### src/rtl/vend_pkg.sv
// vend_pkg
//   Shared definitions for the vending machine front end and the vending FSM.
//   Coin codes are the single encoding used on the 2-bit coin bus between
//   coin_acceptor and the vending FSM.
//   No ports (package).
package vend_pkg;

   localparam logic [1:0] COIN_NONE = 2'b00;
   localparam logic [1:0] COIN_5    = 2'b01;
   localparam logic [1:0] COIN_10   = 2'b10;

   typedef enum logic [1:0] {
      StIdle    = 2'b00,
      StEmit    = 2'b01,
      StLockout = 2'b10
   } coin_acc_state_t;

endpackage

### src/rtl/coin_debounce.sv
// coin_debounce
//   Per-line front end: 2-flop synchroniser, counting debouncer and a
//   rising-edge strobe on the debounced level.
// Ports:
//   clk  - rising-edge clock
//   rst  - synchronous active-high reset
//   raw  - asynchronous, possibly bouncing sensor line
//   rise - one-cycle strobe in the cycle after the debounced level goes high
module coin_debounce #(
   parameter int unsigned DEBOUNCE_CYCLES = 4,
   parameter int unsigned CNT_W           = 4
) (
   input  logic clk,
   input  logic rst,
   input  logic raw,
   output logic rise
);

   logic             sync1_q, sync2_q;
   logic             deb_q, deb_d;
   logic             deb_d1_q;
   logic [CNT_W-1:0] cnt_q, cnt_d;

   // Counter tracks how long the synchronised level has disagreed with the
   // debounced level; any agreement restarts the count.
   always_comb begin
      deb_d = deb_q;
      cnt_d = '0;
      if (sync2_q != deb_q) begin
         if (cnt_q == CNT_W'(DEBOUNCE_CYCLES - 1)) begin
            deb_d = ~deb_q;
         end else begin
            cnt_d = cnt_q + 1'b1;
         end
      end
   end

   always_ff @(posedge clk) begin
      if (rst) begin
         sync1_q  <= 1'b0;
         sync2_q  <= 1'b0;
         deb_q    <= 1'b0;
         deb_d1_q <= 1'b0;
         cnt_q    <= '0;
      end else begin
         sync1_q  <= raw;
         sync2_q  <= sync1_q;
         deb_q    <= deb_d;
         deb_d1_q <= deb_q;
         cnt_q    <= cnt_d;
      end
   end

   // Derived from flops only, so the FSM can act on it at the next edge.
   assign rise = deb_q & ~deb_d1_q;

endmodule

### src/rtl/coin_acceptor.sv
// coin_acceptor
//   Turns debounced coin insertions into one-cycle coin codes for the vending
//   FSM, rejecting simultaneous or too-closely-spaced insertions.
// Ports:
//   clk        - rising-edge clock
//   rst        - synchronous active-high reset
//   coin5_raw  - 5 rs slot sensor (asynchronous, may bounce)
//   coin10_raw - 10 rs slot sensor (asynchronous, may bounce)
//   coin_code  - registered coin code, non-zero for one cycle per accepted coin
//   reject     - registered one-cycle pulse when a coin event is discarded
//   busy       - high while in EMIT or LOCKOUT
module coin_acceptor
   import vend_pkg::*;
#(
   parameter int unsigned DEBOUNCE_CYCLES = 4,
   parameter int unsigned LOCKOUT_CYCLES  = 8,
   parameter int unsigned CNT_W           = 4
) (
   input  logic       clk,
   input  logic       rst,
   input  logic       coin5_raw,
   input  logic       coin10_raw,
   output logic [1:0] coin_code,
   output logic       reject,
   output logic       busy
);

   logic ev5, ev10;

   coin_debounce #(
      .DEBOUNCE_CYCLES (DEBOUNCE_CYCLES),
      .CNT_W           (CNT_W)
   ) u_deb5 (
      .clk  (clk),
      .rst  (rst),
      .raw  (coin5_raw),
      .rise (ev5)
   );

   coin_debounce #(
      .DEBOUNCE_CYCLES (DEBOUNCE_CYCLES),
      .CNT_W           (CNT_W)
   ) u_deb10 (
      .clk  (clk),
      .rst  (rst),
      .raw  (coin10_raw),
      .rise (ev10)
   );

   coin_acc_state_t  state_q, state_d;
   logic [1:0]       code_q, code_d;
   logic             reject_q, reject_d;
   logic [CNT_W-1:0] lock_cnt_q, lock_cnt_d;

   always_comb begin
      state_d    = state_q;
      code_d     = COIN_NONE;
      reject_d   = 1'b0;
      lock_cnt_d = lock_cnt_q;
      unique case (state_q)
         StIdle: begin
            if (ev5 && ev10) begin
               // Ambiguous insertion: neither coin is credited.
               reject_d   = 1'b1;
               lock_cnt_d = CNT_W'(LOCKOUT_CYCLES);
               state_d    = StLockout;
            end else if (ev5) begin
               code_d  = COIN_5;
               state_d = StEmit;
            end else if (ev10) begin
               code_d  = COIN_10;
               state_d = StEmit;
            end
         end
         StEmit: begin
            reject_d   = ev5 | ev10;
            lock_cnt_d = CNT_W'(LOCKOUT_CYCLES);
            state_d    = StLockout;
         end
         StLockout: begin
            // Discarded events do not restart the lockout.
            reject_d = ev5 | ev10;
            if (lock_cnt_q == '0) begin
               state_d = StIdle;
            end else begin
               lock_cnt_d = lock_cnt_q - 1'b1;
            end
         end
         default: begin
            state_d = StIdle;
         end
      endcase
   end

   always_ff @(posedge clk) begin
      if (rst) begin
         state_q    <= StIdle;
         code_q     <= COIN_NONE;
         reject_q   <= 1'b0;
         lock_cnt_q <= '0;
      end else begin
         state_q    <= state_d;
         code_q     <= code_d;
         reject_q   <= reject_d;
         lock_cnt_q <= lock_cnt_d;
      end
   end

   assign coin_code = code_q;
   assign reject    = reject_q;
   assign busy      = (state_q != StIdle);

endmodule
### config.mk
export PLATFORM = sky130hd
export DESIGN_NAME = coin_acceptor
export DESIGN_NICKNAME = d
export VERILOG_FILES = /design/src/rtl/vend_pkg.sv /design/src/rtl/coin_debounce.sv /design/src/rtl/coin_acceptor.sv
export SDC_FILE = /design/constraint.sdc
export NUM_CORES = 1
export LEC_CHECK = 0
export BUFFER_PORTS_ARGS = -buffer_cell sky130_fd_sc_hd__buf_2
export CELL_PAD_IN_SITES_DETAIL_PLACEMENT = 0
export CELL_PAD_IN_SITES_GLOBAL_PLACEMENT = 1
export CORE_ASPECT_RATIO = 0.8
export CORE_UTILIZATION = 38
export CTS_CLUSTER_SIZE = 8
export DETAILED_ROUTE_END_ITERATION = 8
export GPL_TIMING_DRIVEN = 0
export MAX_ROUTING_LAYER = met4
export PLACE_DENSITY_LB_ADDON = 0.12
export SLEW_MARGIN = 40
export SYNTH_ARGS = -nofsm -noshare
export SYNTH_HDL_FRONTEND = slang
export SYNTH_SLANG_ARGS = --single-unit
### constraint.sdc
create_clock -name clk -period 1.48 [get_ports clk]
set_input_delay 0.074 -clock clk [delete_from_list [all_inputs] [get_ports clk]]
set_output_delay 0.074 -clock clk [all_outputs]
set_load 0.05 [all_outputs]
==> reports/qor.txt, run 1 <==
achievable frequency -> 0.719 GHz
Slew headroom -> 0.666
TritonCTS Sinks -> 25
top post-synthesis cells by area -> dfxtp_1 46%, ha_1 9.3%, nor2b_1 5.2%
cells after synthesis -> 115
Mean Syn Cell Area -> 9.40 um^2
total number of H-tree levels -> 1
Synth area leader -> dfxtp_1
crit path cell chain -> inv_1 -> ha_4 -> inv_1 -> buf_4
end of the worst register-to-register path -> lock_cnt_q[1]$_SDFFE_PP0P_
final core utilization -> 0.494
Antenna diodes -> 0
largest net degree at the start of global routing -> 15
Worst-path clk slew -> 140 ps
CP Capture Point -> busy
total power -> 1.18 mW
pre-CTS setup slack -> -64.5 ps
first-pass GRT wire length -> 3.04 mm
routed vias/inst -> 4.73
Post-Syn Nets -> 127
CTS tree -> built
vias -> 775
Worst setup SP type -> flip-flop
Worst Tran Pin Value -> 500 ps
#FFs+latches synth -> 25
status -> finished clean
GRT Util Overall -> 0.137
CP arrival -> 1320 ps
Pre-antenna DRT Iters -> 4
CTS buffer count -> 3
commonest cells in the synthesized netlist -> 25 x dfxtp_1, 10 x nor2_1, 9 x nor2b_1
I/O Pins -> 8
maximum vdd ir drop -> 0.739 mV
die height -> 49.7 um
hpwl dp -> 1.26 mm
Area Overhead vs Synth -> 17.0%
async set or reset register ratio after synthesis -> 0
Die Wd -> 61.6 um
clock root buffer -> clkbuf_4
Final #Nets -> 141
DRT Wirelength -> 1.76 mm
antenna-violating nets left -> 0
Final Hold Fails -> 0
worst setup margin -> 88.2 ps
EDFF count, synth -> 0
initial antenna violation count -> 0
R2R Setup Slk -> 130 ps
Final Wtd Congestion -> 0.773
vias in the first global route -> 731
Yosys Warn Count -> 0
fin. max-slew vios -> 0
placed insts -> 158
Required @ worst endpoint -> 1410 ps
CP max stage delay -> 410 ps
Max clock buf depth -> 2
Yosys cell types -> 26
Final Skew -> 7.92 ps
routed wire length per instance -> 10.8 um
sequential area share after synthesis -> 0.463
worst hold slack -> 85.6 ps
Initial Util -> 0.422
highest-delay cell along the critical path -> dfxtp_2
CP Launch Point -> state_q[1]$_SDFFE_PP0P_
setup violators final -> 0
Crit. End Element -> output pin
Yosys top cell area share -> 0.463
CP max FO -> 8
post-route insts no fill -> 164
reg2reg start -> state_q[0]$_SDFFE_PP0P_
IO buf count -> 7
Worst Hold Class -> primary input to flip-flop
CP most frequent cell -> inv_1
share of layout cells above drive strength 1 -> 0.180
Reg2Reg Depth -> 6
Site Rows -> 16
Leak Pwr -> 0.488 nW
Core Area -> 2560 um^2
DRT iter0 DRCs -> 21
Overflow after GRT -> 0
max_cap viols -> 0
crit share post-route -> 0.940
cell with the most instances after synthesis -> dfxtp_1
RSZ-0062 raised after global routing -> false
drc violations -> 0
Setup Crit Path Kind -> flip-flop to output pin
Synth Cell Area -> 1080 um^2
minimum clock period -> 1390 ps
pwr/cell area -> 934 nW/um^2
Die Area -> 3060 um^2
Top FF cell, synth -> dfxtp_1
latest clock arrival within the worst-skew pair -> 320 ps
worst min-delay path by stage:
| stage | slack (ps) | start | endpoint | cells past startpoint |
|---|---|---|---|---|
| final | 90 | rst | u_deb5.cnt_q[1]$_SDFF_PP0_ | 3 |
| after global routing | 100 | rst | u_deb5.cnt_q[3]$_SDFF_PP0_ | 3 |
| after CTS | 70 | rst | u_deb5.cnt_q[3]$_SDFF_PP0_ | 3 |
| after detailed placement | 290 | coin5_raw | u_deb5.sync1_q$_SDFF_PP0_ | 2 |
| after global placement | 290 | coin10_raw | u_deb10.sync1_q$_SDFF_PP0_ | 2 |
| after floorplan | 200 | coin10_raw | u_deb10.sync1_q$_SDFF_PP0_ | 1 |
report_power, final:
group / switching [mW] / leakage [nW] / internal (mW)
registers: 0.0196 / 0.204 / 0.691
clock network: 0.200 / 0.0177 / 0.101
logic: 0.0902 / 0.267 / 0.0793
total: 0.310 / 0.488 / 0.871
cell type report:
class / instances / area [um^2]
Inverter: 8 / 30.0
Multi-Input combinational cell: 79 / 586
Timing Repair Buffer: 10 / 65.1
Fill cell: 269 / 1300
Clock buffer: 3 / 22.5
Buffer: 2 / 7.51
Clock inverter: 1 / 5.00
Tap cell: 36 / 45.0
Sequential cell: 25 / 504
metal layers:
| metal | global-route usage | share of wire | vias to the layer above |
|---|---|---|---|
| met4 | 0.0333 | 0.011 | 0 |
| met1 | 0.167 | 0.51 | 341 |
| li1 | - | - | 414 |
| met2 | 0.211 | 0.42 | 16 |
| met3 | 0.0551 | 0.053 | 4 |
| met5 | - | 0 | - |
kinds of logic after synthesis:
family | count (synthesis) | share of synthesized area
adders and majority gates | 8 | 0.0926
buffers and inverters | 11 | 0.0382
xor gates and xnor gates | 6 | 0.0486
AOI/OAI and AO/OA | 19 | 0.108
muxes | 2 | 0.0185
DFF | 25 | 0.463
and+or+nand+nor | 44 | 0.231
cells in the final DEF (no fill, tap or decap), types with 3 or more instances in the layout:
cell | netlist | layout
dfxtp_1 | 25 | 22
nor2_1 | 10 | 10
nor2b_1 | 9 | 9
inv_1 | 8 | 7
a21oi_1 | 7 | 7
buf_2 | 0 | 6
nand2_1 | 5 | 5
ha_1 | 8 | 5
xnor2_1 | 4 | 4
nand2b_1 | 4 | 4
o21ai_1 | 5 | 4
nor3b_1 | 3 | 3
or3_1 | 3 | 3
nand3_1 | 3 | 3
clkbuf_4 | 0 | 3
dfxtp_2 | 0 | 3
through the flow:
| stage | cell area (um^2) | TNS (ps) |
|---|---|---|
| 3_5_place_dp | 1160 | -124 |
| 6_report | 1260 | 0 |
| 2_1_floorplan | 1080 | 0 |
| 3_3_place_gp | 1160 | -133 |
| 5_1_grt | 1260 | 0 |
| 4_1_cts | 1230 | 0 |
critical path: cells and delay by family, from the launching register on:
kind / cells / cell delay (ps)
DFF: 1 / 410
buffers and inverters: 3 / 390
adders and majority gates: 1 / 200
repair_timing:
| item | in CTS | in global routing |
|---|---|---|
| pin swaps | 1 | 3 |
| hold buffers | 2 | 0 |
| gates resized for setup | 6 | 7 |
| buffers inserted | 0 | 1 |
| endpoints found under the setup margin | 3 | 5 |
| endpoints found under the hold margin | 2 | 0 |
sequential cells by signal, summed over array words and instances, names as in the netlist:
name / cells
lock_cnt_q: 4
u_deb10.cnt_q: 4
u_deb5.cnt_q: 4
coin_code: 2
state_q: 2
reject: 1
u_deb10.deb_d1_q: 1
u_deb10.deb_q: 1
u_deb10.sync1_q: 1
u_deb10.sync2_q: 1
u_deb5.deb_d1_q: 1
u_deb5.deb_q: 1
u_deb5.sync1_q: 1
u_deb5.sync2_q: 1
Note: power is estimated with default switching activity, not from simulation.
==> run 2: changes to the inputs <==
--- a/config.mk
+++ b/config.mk
@@ -5,6 +5,7 @@
 export SDC_FILE = /design/constraint.sdc
 export NUM_CORES = 1
 export LEC_CHECK = 0
+export ABC_AREA = 1
 export BUFFER_PORTS_ARGS = -buffer_cell sky130_fd_sc_hd__buf_2
 export CELL_PAD_IN_SITES_DETAIL_PLACEMENT = 0
 export CELL_PAD_IN_SITES_GLOBAL_PLACEMENT = 1
==> run 2 against run 1 <==
- final cell count increased by 22%
- via count increased by 12%
- final area increased by 6.2%
- sequential share of layout area decreased by 2.5 points
- largest power group is now combinational logic
==> reports/qor.txt, run 2 <==
Synth area leader -> dfxtp_1
Required @ worst endpoint -> 1410 ps (about the same)
Setup Crit Path Kind -> flip-flop to output pin
Final Skew -> 2.25 ps (-5.67 ps)
Final Wtd Congestion -> 0.763 (-1.3%)
fin. max-slew vios -> 0 (unchanged)
worst setup margin -> 123 ps (+34.4 ps)
largest net degree at the start of global routing -> 17 (+2)
IO buf count -> 6 (-1)
Layout fillers -> 305 (+13%)
pwr/cell area -> 1720 nW/um^2 (+84%)
GRT Util Overall -> 0.136 (-0.00127)
Worst Tran Pin Value -> 252 ps (-248 ps)
crit path cell chain -> inv_1 -> ha_4 -> clkinvlp_4 -> buf_4
DRT Wirelength -> 1.81 mm (+2.5%)
Overflow after GRT -> 0 (unchanged)
hpwl dp -> 1.40 mm (+11%)
NetSw -> 0.955 mW (+210%)
sw frac -> 0.413 (+0.151)
antenna-violating nets left -> 0 (unchanged)
cell with the most instances after synthesis -> nor2_1
largest registers -> lock_cnt_q (4), u_deb10.cnt_q (4), u_deb5.cnt_q (4)
cells after synthesis -> 150 (+30%)
routed wire length per instance -> 9.04 um (-16%)
clock power share -> 0.188 (-0.067)
routed vias/inst -> 4.35 (-7.9%)
vias -> 870 (+12%)
commonest cells in the synthesized netlist -> 30 x nor2_1, 25 x dfxtp_1, 23 x nand2_1
Slew headroom -> 0.833 (+0.167)
worst hold slack -> 73.7 ps (-11.9 ps)
Max clock buf depth -> 2 (unchanged)
#FFs+latches synth -> 25 (unchanged)
Sequential Power Share -> 0.365 (-0.236)
top post-synthesis cells by area -> dfxtp_1 43%, nor2_1 9.6%, ha_1 8.5%
async set or reset register ratio after synthesis -> 0 (unchanged)
total power -> 2.31 mW (+96%)
crit share post-route -> 0.917 (-0.0233)
Site Rows -> 17 (+1)
maximum vdd ir drop -> 0.625 mV (-15%)
Worst Hold Class -> primary input to flip-flop
Int Power -> 1.36 mW (+56%)
CP arrival -> 1280 ps (-40 ps)
share of layout cells above drive strength 1 -> 0.204 (+0.0240)
Pre-antenna DRT Iters -> 2 (-2)
die height -> 51.8 um (+4.1%)
CP max stage delay -> 350 ps (-60 ps)
pre-CTS setup slack -> 127 ps (+192 ps)
Final #Nets -> 175 (+24%)
DRT iter0 DRCs -> 27 (+29%)
Top FF cell, synth -> dfxtp_1
multi-input logic area -> 578 um^2 (-1.3%)
achievable frequency -> 0.737 GHz (+2.5%)
Logic pwr share -> 0.446 (+0.303)
reg2reg start -> state_q[0]$_SDFFE_PP0P_
Area Overhead vs Synth -> 14.3%
commonest non-fill, non-tap cell in the layout -> nor2_1
Yosys cell types -> 25 (-3.8%)
Yosys top cell area share -> 0.426 (-0.0374)
hold path startpoint -> rst
FF+latch area -> 502 um^2 (-0.50%)
EDFF count, synth -> 0 (unchanged)
Core Area -> 2850 um^2 (+11%)
CP max FO -> 4 (-4)
Crit. End Element -> output pin
Initial Util -> 0.413 (-0.00923)
highest-delay cell along the critical path -> dfxtp_2
Antenna diodes -> 0 (unchanged)
post-route setup TNS -> 0 ps (unchanged)
minimum clock period -> 1360 ps (-34.4 ps)
Post-Syn Nets -> 162 (+28%)
Worst setup SP type -> flip-flop
I/O Pins -> 8 (unchanged)
latest clock arrival within the worst-skew pair -> 270 ps (-50 ps)
CTS buffer count -> 3 (unchanged)
status -> finished clean
TritonCTS Sinks -> 25 (unchanged)
CP Launch Point -> state_q[0]$_SDFFE_PP0P_
initial antenna violation count -> 0 (unchanged)
Yosys Warn Count -> 0 (unchanged)
Final Hold Fails -> 0 (unchanged)
Die Area -> 3320 um^2 (+8.5%)
Leak Pwr -> 0.605 nW (+24%)
Synth Cell Area -> 1180 um^2 (+8.8%)
first-pass GRT wire length -> 3.27 mm (+7.7%)
CTS tree -> built
RSZ-0062 raised after global routing -> false
clock root buffer -> clkbuf_8
Worst-path clk slew -> 100 ps (-40 ps)
max_cap viols -> 0 (unchanged)
setup bufs post-CTS -> 0 (unchanged)
vias in the first global route -> 798 (+9.2%)
Die Wd -> 64.2 um (+4.2%)
sequential area share after synthesis -> 0.426 (-0.0374)
commonest cells after routing, fill and taps aside -> 30 x nor2_1, 24 x dfxtp_1, 23 x nand2_1
drc violations -> 0 (unchanged)
total number of H-tree levels -> 1 (unchanged)
Mean Syn Cell Area -> 7.84 um^2 (-17%)
setup violators final -> 0 (unchanged)
[run 2: cell count changes in the layout (fill, tap and decap cells not counted), sizes merged, moves of 3 or more]
cell | before | now
nor2b | 9 | 0
or3 | 3 | 0
nor2 | 10 | 36
inv | 8 | 24
xnor2 | 4 | 0
nand2b | 4 | 0
nor3b | 3 | 0
or2 | 0 | 4
nand3 | 3 | 7
nand2 | 5 | 26
[run 2: per-stage QoR]
step,instance area (um^2),cells,util
2_1_floorplan,1180,150,-
3_3_place_gp,1260,194,0.442
3_5_place_dp,1260,194,0.442
4_1_cts,1330,200,0.468
5_1_grt,1340,200,0.471
6_report,1340,200,0.471
[run 2: cell families (layout without fill, tap and decap cells)]
kind of cell,after synthesis,count (layout),synth area share
adder cells (fa/ha/maj),8,8,0.0851
AO/OA/AOI/OAI,11,11,0.0564
AND/OR/NAND/NOR,75,75,0.310
flip-flops,25,25,0.426
buffers and inverters,27,39,0.0936
XOR/XNOR,4,4,0.0298
[run 2: power by group through the flow]
stage	Sequential (mW)	Combinational [mW]	Clock (mW)
3_5_place_dp	0.859	0.985	0
5_1_grt	0.856	1.19	0.486
2_1_floorplan	0.840	0.835	0
3_3_place_gp	0.857	0.968	0
4_1_cts	0.843	1.01	0.453
6_report	0.844	1.03	0.435
[run 2: final timing paths]
| kind | slack, ps | depth (start not counted) | end |
|---|---|---|---|
| worst min register to register | 410 | 2 | u_deb10.sync2_q$_SDFF_PP0_ |
| worst min-delay path | 70 | 2 | u_deb10.sync1_q$_SDFF_PP0_ |
| worst max-delay path | 120 | 4 | busy |
| worst max register to register | 180 | 8 | lock_cnt_q[3]$_SDFFE_PP0P_ |
[run 2: timing repair]
item,in CTS,in global routing
hold buffers,2,0
hold endpoints to repair,2,0
resized for setup,1,2
endpoints found under the setup margin,1,3
cloned,0,0
[run 2: layer usage]
layer	GRT usage	up-vias	part of all wire
met1	0.144	380	0.50
met2	0.238	10	0.46
met5	-	-	0
met3	0.0526	2	0.035
li1	-	478	-
met4	0.0444	0	0.010
[run 2: worst max-delay path: cells and delay by family, from the launching register on]
kind                     cells  cell delay, ps
flip-flops                   1             350
adder cells (fa/ha/maj)      1             190
buffers and inverters        3             480
[run 2: area by class of cell]
| type | instances | area share |
|---|---|---|
| Multi-Input combinational cell | 98 | 0.430 |
| Buffer | 2 | 0.0121 |
| Tap cell | 38 | 0.0354 |
| Inverter | 25 | 0.0726 |
| Clock inverter | 1 | 0.00652 |
| Timing Repair Buffer | 8 | 0.0391 |
| Clock buffer | 3 | 0.0307 |
| Sequential cell | 25 | 0.373 |
